### config.mk
export PLATFORM = sky130hd
export DESIGN_NAME = apb_uart_slave
export DESIGN_NICKNAME = d
export VERILOG_FILES = /design/src/rtl/apb_uart_slave.sv
export SDC_FILE = /design/constraint.sdc
export NUM_CORES = 1
export LEC_CHECK = 0
export ABC_AREA = 0
export CORE_MARGIN = 2
export CORE_UTILIZATION = 40
export DETAILED_ROUTE_END_ITERATION = 8
export PLACE_DENSITY_LB_ADDON = 0.3
export SYNTH_ARGS = -nofsm -noshare
export SYNTH_HDL_FRONTEND = slang
export SYNTH_SLANG_ARGS = --single-unit
### constraint.sdc
create_clock -name PCLK -period 5 [get_ports PCLK]
set_input_delay 1.5 -clock PCLK [delete_from_list [all_inputs] [get_ports PCLK]]
set_output_delay 1.5 -clock PCLK [all_outputs]
set_load 0.05 [all_outputs]
### src/rtl/apb_uart_slave.sv
// apb_uart_slave: APB slave with a small TX FIFO feeding a UART transmitter.
// Define UART_PARITY_EN to append an even-parity bit to every frame.
module apb_uart_slave #(
    parameter int CLKS_PER_BIT = 16,
    parameter int FIFO_DEPTH   = 4
) (
    input  logic        PCLK,
    input  logic        PRESETn,
    input  logic        PSEL,
    input  logic        PENABLE,
    input  logic        PWRITE,
    input  logic [31:0] PADDR,
    input  logic [31:0] PWDATA,
    output logic [31:0] PRDATA,
    output logic        PREADY,
    output logic        PSLVERR,
    output logic        TXD,
    output logic        IRQ
);
`ifdef UART_PARITY_EN
    localparam logic PAR = 1'b1;
`else
    localparam logic PAR = 1'b0;
`endif
    localparam int AW = $clog2(FIFO_DEPTH);

    typedef enum logic [2:0] {S_IDLE, S_START, S_DATA, S_PARITY, S_STOP} state_t;

    state_t          r_state, w_next;
    logic            r_ready;
    logic [1:0]      r_ctrl;
    logic [7:0]      r_mem [FIFO_DEPTH];
    logic [AW-1:0]   r_wptr, r_rptr;
    logic [AW:0]     r_count;
    logic [7:0]      r_data;
    logic [2:0]      r_bitcnt;
    logic [15:0]     r_clkcnt;
    logic            r_irq;
    logic [7:0]      w_off;
    logic            w_full, w_empty, w_access, w_err, w_push, w_pop, w_ctrl_wr, w_tick;
    logic [31:0]     w_status;
    logic            w_unused;

    assign w_off     = PADDR[7:0];
    assign w_full    = r_count == (AW+1)'(FIFO_DEPTH);
    assign w_empty   = r_count == '0;
    assign w_access  = PSEL & PENABLE & r_ready;
    assign w_err     = (|PADDR[1:0]) | (|PADDR[31:8])
                     | !(w_off == 8'h00 || w_off == 8'h04 || w_off == 8'h08)
                     | (!PWRITE && w_off == 8'h00)
                     | (PWRITE && w_off == 8'h04)
                     | (PWRITE && w_off == 8'h00 && w_full);
    assign w_push    = w_access & PWRITE & (w_off == 8'h00) & ~w_err;
    assign w_ctrl_wr = w_access & PWRITE & (w_off == 8'h08) & ~w_err;
    assign w_pop     = (r_state == S_IDLE) & r_ctrl[0] & ~w_empty;
    assign w_tick    = r_clkcnt == 16'(CLKS_PER_BIT - 1);
    assign w_status  = {23'd0, PAR, 5'(r_count), w_empty, w_full, r_state != S_IDLE};
    assign w_unused  = ^PWDATA[31:8];

    assign PREADY  = r_ready;
    assign PSLVERR = w_access & w_err;
    assign PRDATA  = (w_access && !PWRITE && !w_err) ?
                     (w_off == 8'h04 ? w_status : {30'd0, r_ctrl}) : 32'd0;
    assign TXD     = (r_state == S_START)  ? 1'b0 :
                     (r_state == S_DATA)   ? r_data[r_bitcnt] :
                     (r_state == S_PARITY) ? ^r_data : 1'b1;
    assign IRQ     = r_irq;

    // Exactly one wait state: PREADY rises on the second access cycle only.
    always_ff @(posedge PCLK or negedge PRESETn) begin
        if (!PRESETn) begin
            r_ready <= 1'b0;
            r_ctrl  <= 2'b00;
        end else begin
            r_ready <= PSEL & PENABLE & ~r_ready;
            if (w_ctrl_wr)
                r_ctrl <= PWDATA[1:0];
        end
    end

    always_ff @(posedge PCLK) begin
        if (w_push)
            r_mem[r_wptr] <= PWDATA[7:0];
    end

    always_ff @(posedge PCLK or negedge PRESETn) begin
        if (!PRESETn) begin
            r_wptr  <= '0;
            r_rptr  <= '0;
            r_count <= '0;
        end else begin
            if (w_push)
                r_wptr <= r_wptr + 1'b1;
            if (w_pop)
                r_rptr <= r_rptr + 1'b1;
            r_count <= r_count + {{AW{1'b0}}, w_push} - {{AW{1'b0}}, w_pop};
        end
    end

    always_ff @(posedge PCLK or negedge PRESETn) begin
        if (!PRESETn)
            r_state <= S_IDLE;
        else
            r_state <= w_next;
    end

    always_comb begin
        w_next = r_state;
        case (r_state)
            S_IDLE:   w_next = w_pop ? S_START : S_IDLE;
            S_START:  w_next = w_tick ? S_DATA : S_START;
            S_DATA:   w_next = (w_tick && r_bitcnt == 3'd7) ? (PAR ? S_PARITY : S_STOP) : S_DATA;
            S_PARITY: w_next = w_tick ? S_STOP : S_PARITY;
            S_STOP:   w_next = w_tick ? S_IDLE : S_STOP;
            default:  w_next = S_IDLE;
        endcase
    end

    // The byte is held whole; the bit counter selects which bit drives TXD.
    always_ff @(posedge PCLK or negedge PRESETn) begin
        if (!PRESETn) begin
            r_data   <= 8'd0;
            r_bitcnt <= 3'd0;
            r_clkcnt <= 16'd0;
            r_irq    <= 1'b0;
        end else begin
            r_irq <= r_ctrl[1] & w_empty & (r_state == S_IDLE);
            if (w_pop) begin
                r_data   <= r_mem[r_rptr];
                r_bitcnt <= 3'd0;
                r_clkcnt <= 16'd0;
            end else if (r_state != S_IDLE) begin
                r_clkcnt <= w_tick ? 16'd0 : r_clkcnt + 16'd1;
                if (r_state == S_DATA && w_tick)
                    r_bitcnt <= r_bitcnt + 3'd1;
            end
        end
    end
endmodule

==> summary.txt <==
Synth
  • Synth async-reset ratio: 56.2%
  • Yosys cell types: 49
  • Avg Cell Area, Syn: 12.3 um^2
  • Synthesized flop and latch total: 73
  • Synth Warn #: 0
  • List of most frequent post-synthesis cells: dfrtp_1 (41), edfxtp_1 (32), buf_4 (26)
  • Synth Cell Area: 3710 um^2
  • Ys flop type: dfrtp_1
  • Yosys top cell area share: 27.6%
  • Number of synthesized flops with an enable pin: 32
  • Syn Inst Count: 303
  • Count leader, synth: dfrtp_1
  • Synth area leader: dfrtp_1
  • Synth area leaders: dfrtp_1 (28%), edfxtp_1 (26%), mux4_2 (6.1%), buf_4 (5.3%), mux2_2 (3.3%)
  • Seq/Total Area, Yosys: 53.5%

Placement
  • Placed Cells: 464
  • Port buffer count: 54
  • Final Wtd Congestion: 0.780
  • Hpwl dp: 4.99 mm

Power
  • Final Total Pwr: 0.00120 W
  • Max VDD drop: 220 uV
  • Pwr/cell area: 261 nW/um^2
  • Pleak: 1.90 nW

Clock tree
  • TritonCTS clock tree: built
  • CTS H-tree lvls: 3
  • CTS Buf Count: 9
  • CTS Sinks: 73
  • Buffer type at the clock tree root: clkbuf_8
  • Clock-pin slew on the worst setup and hold paths: 0.08 ns
  • Deepest clock path buffer count: 2
  • Post-CTS Setup Inserts: 0
  • Clock latency on the worst-skew pair: 0.35 ns

Routing
  • Post-DRT Antenna Nets: 0
  • DRC: 0
  • DR vias: 2475
  • DRT iter0 DRCs: 63
  • Drt wl/cell: 14.5 um
  • Routed WL: 6.96 mm
  • First-pass DRT Iterations: 4
  • Vias/cell: 5.16

STA
  • Worst-case clock skew: 0.0108 ns
  • Max Slew Vio Count: 0
  • Worst slew pin tran: 0.922 ns
  • Endpoints failing hold: 0
  • Fmax: 0.208 GHz
  • Post-route setup TNS: 0 ns
  • RSZ-0062 raised after global routing: no
  • # setup viols final: 0
  • Min cycle time layout: 4.82 ns
  • Slew Limit Headroom: 38.6%
  • Final Cycle Share: 96.3%

Setup path
  • Arr. time, crit path: 3.32 ns
  • Worst-path maximum fanout: 6
  • Crit path cell chain: clkdlybuf4s50_1, nor4_2, nand3_1, nor4_4, nand2b_4, nor3_2, buf_4, buf_12
  • Setup crit end kind: primary output
  • CP Data Required Time: 3.50 ns
  • CP peak stage delay: 0.41 ns
  • Critical path type: input port to primary output
  • Buf/Inv on CP: 3
  • Critical-path top delay cell: clkdlybuf4s50_1
  • Critical Path Source Type: input port
  • Crit-path leading delay family: simple AND/OR/NAND/NOR gates

Layout
  • Layout cells sized above 1: 17.1%
  • Final nets: 443
  • P&R area growth vs syn: 24.0%
  • Reg area: 1990 um^2
  • Fin util: 50.5%
  • Area of the multi-input gates: 1590 um^2
  • Cell Count, Final, Fillers Out: 480
  • Fill cell count: 795
  • Ant. Diodes: 0

Floorplanning
  • DIE WIDTH: 100 um
  • Core area: 9110 um^2
  • Die ar.: 10100 um^2
  • Die height: 100 um
  • # IOs: 105
  • Starting Density: 40.8%
  • FP Rows: 35

Global route
  • GRT Util Overall: 15.1%
  • Initial antenna violation count: 0
  • Number of global-route vias before repair: 2484
  • First-pass GRT wire length: 11.9 mm
  • Largest net degree at the start of global routing: 42
  • Overflow after GRT: 0

Flow run
  • Max-Cap Viols: 0

Status
  • Status: complete, no violations

Hold path
  • Hold Crit Class: register to register
==> area by class of cell <==
class	count	area share, %
tap	111	3.02
clock buffer	9	2.69
multi-input combinational	208	34.5
sequential	73	43.2
timing repair buffer	60	13.9
inverter	12	0.979
clock inverter	7	1.82
==> where the power goes <==
| part | switching (W) | internal, W | leakage (nW) |
|---|---|---|---|
| sequential | 0.000000290 | 0.000626 | 0.855 |
| clock | 0.000239 | 0.000240 | 0.103 |
| combinational | 0.0000632 | 0.0000339 | 0.946 |
==> layer usage <==
layer  global-route usage, %  part of all wire (%)  vias to the layer above
li1                        -                     -                     1181
met5                       0                     0                        -
met2                    23.3                    47                       88
met3                    5.92                   7.9                        7
met1                    19.9                    44                     1199
met4                    4.21                   1.0                        0
==> flip-flops by register name, summed over array words and instances, names as in the netlist <==
name	flops
IRQ	1
PREADY	1
r_bitcnt	3
r_clkcnt	16
r_count	3
r_ctrl	2
r_data	8
r_mem	32
r_rptr	2
r_state	3
r_wptr	2
==> repair_timing <==
item | CTS | global route
gates resized for setup | 1 | 7
hold buffers | 0 | 0
setup endpoints to repair | 1 | 6
pin swaps | 0 | 1
==> through the flow <==
| step | setup WS [ns] | hold WS, ns | cell area [um^2] |
|---|---|---|---|
| finish | 0.183 | 0.444 | 4600 |
| global route | 0.0246 | 0.478 | 4600 |
| floorplan | -0.0222 | 0.459 | 3810 |
| global placement | 0.00544 | 0.428 | 4340 |
| CTS | 0.0273 | 0.448 | 4560 |
| detailed placement | -0.00483 | 0.437 | 4340 |
==> final timing paths <==
kind	from	to	slack [ns]	cells after the start
max reg2reg	r_state[1]	r_count[2]	2.01	9
min reg2reg	PREADY	PREADY	0.44	1
min in group asynchronous	PRESETn	r_wptr[1]	1.28	1
min	PREADY	PREADY	0.44	1
max	PADDR[12]	PRDATA[4]	0.18	8
max in group asynchronous	PRESETn	r_clkcnt[8]	3.14	1
==> placed cells by master (no fill, tap or decap), types with 10 or more instances in the layout <==
master           netlist  final
xor2_1                10     10
edfxtp_1              32     32
xnor2_1               11     11
dfrtp_1               41     41
nor2_1                17     17
nand2_1               17     17
inv_1                 12     12
clkdlybuf4s50_1        0     46
conb_1                 1     26
mux2_2                11     11
mux4_2                10     10
==> logic make-up (layout without fill, tap and decap cells) <==
group,Yosys count,after routing,share of synthesized area (%)
flops,73,73,53.5
mux,24,24,10.3
compound gates,29,29,5.70
other cells,1,26,0.101
simple gates,98,98,14.2
buf+inv,47,88,7.65
fa+ha+maj,10,10,3.57
xor+xnor,21,21,4.95
(Power assumes the default switching activity.)
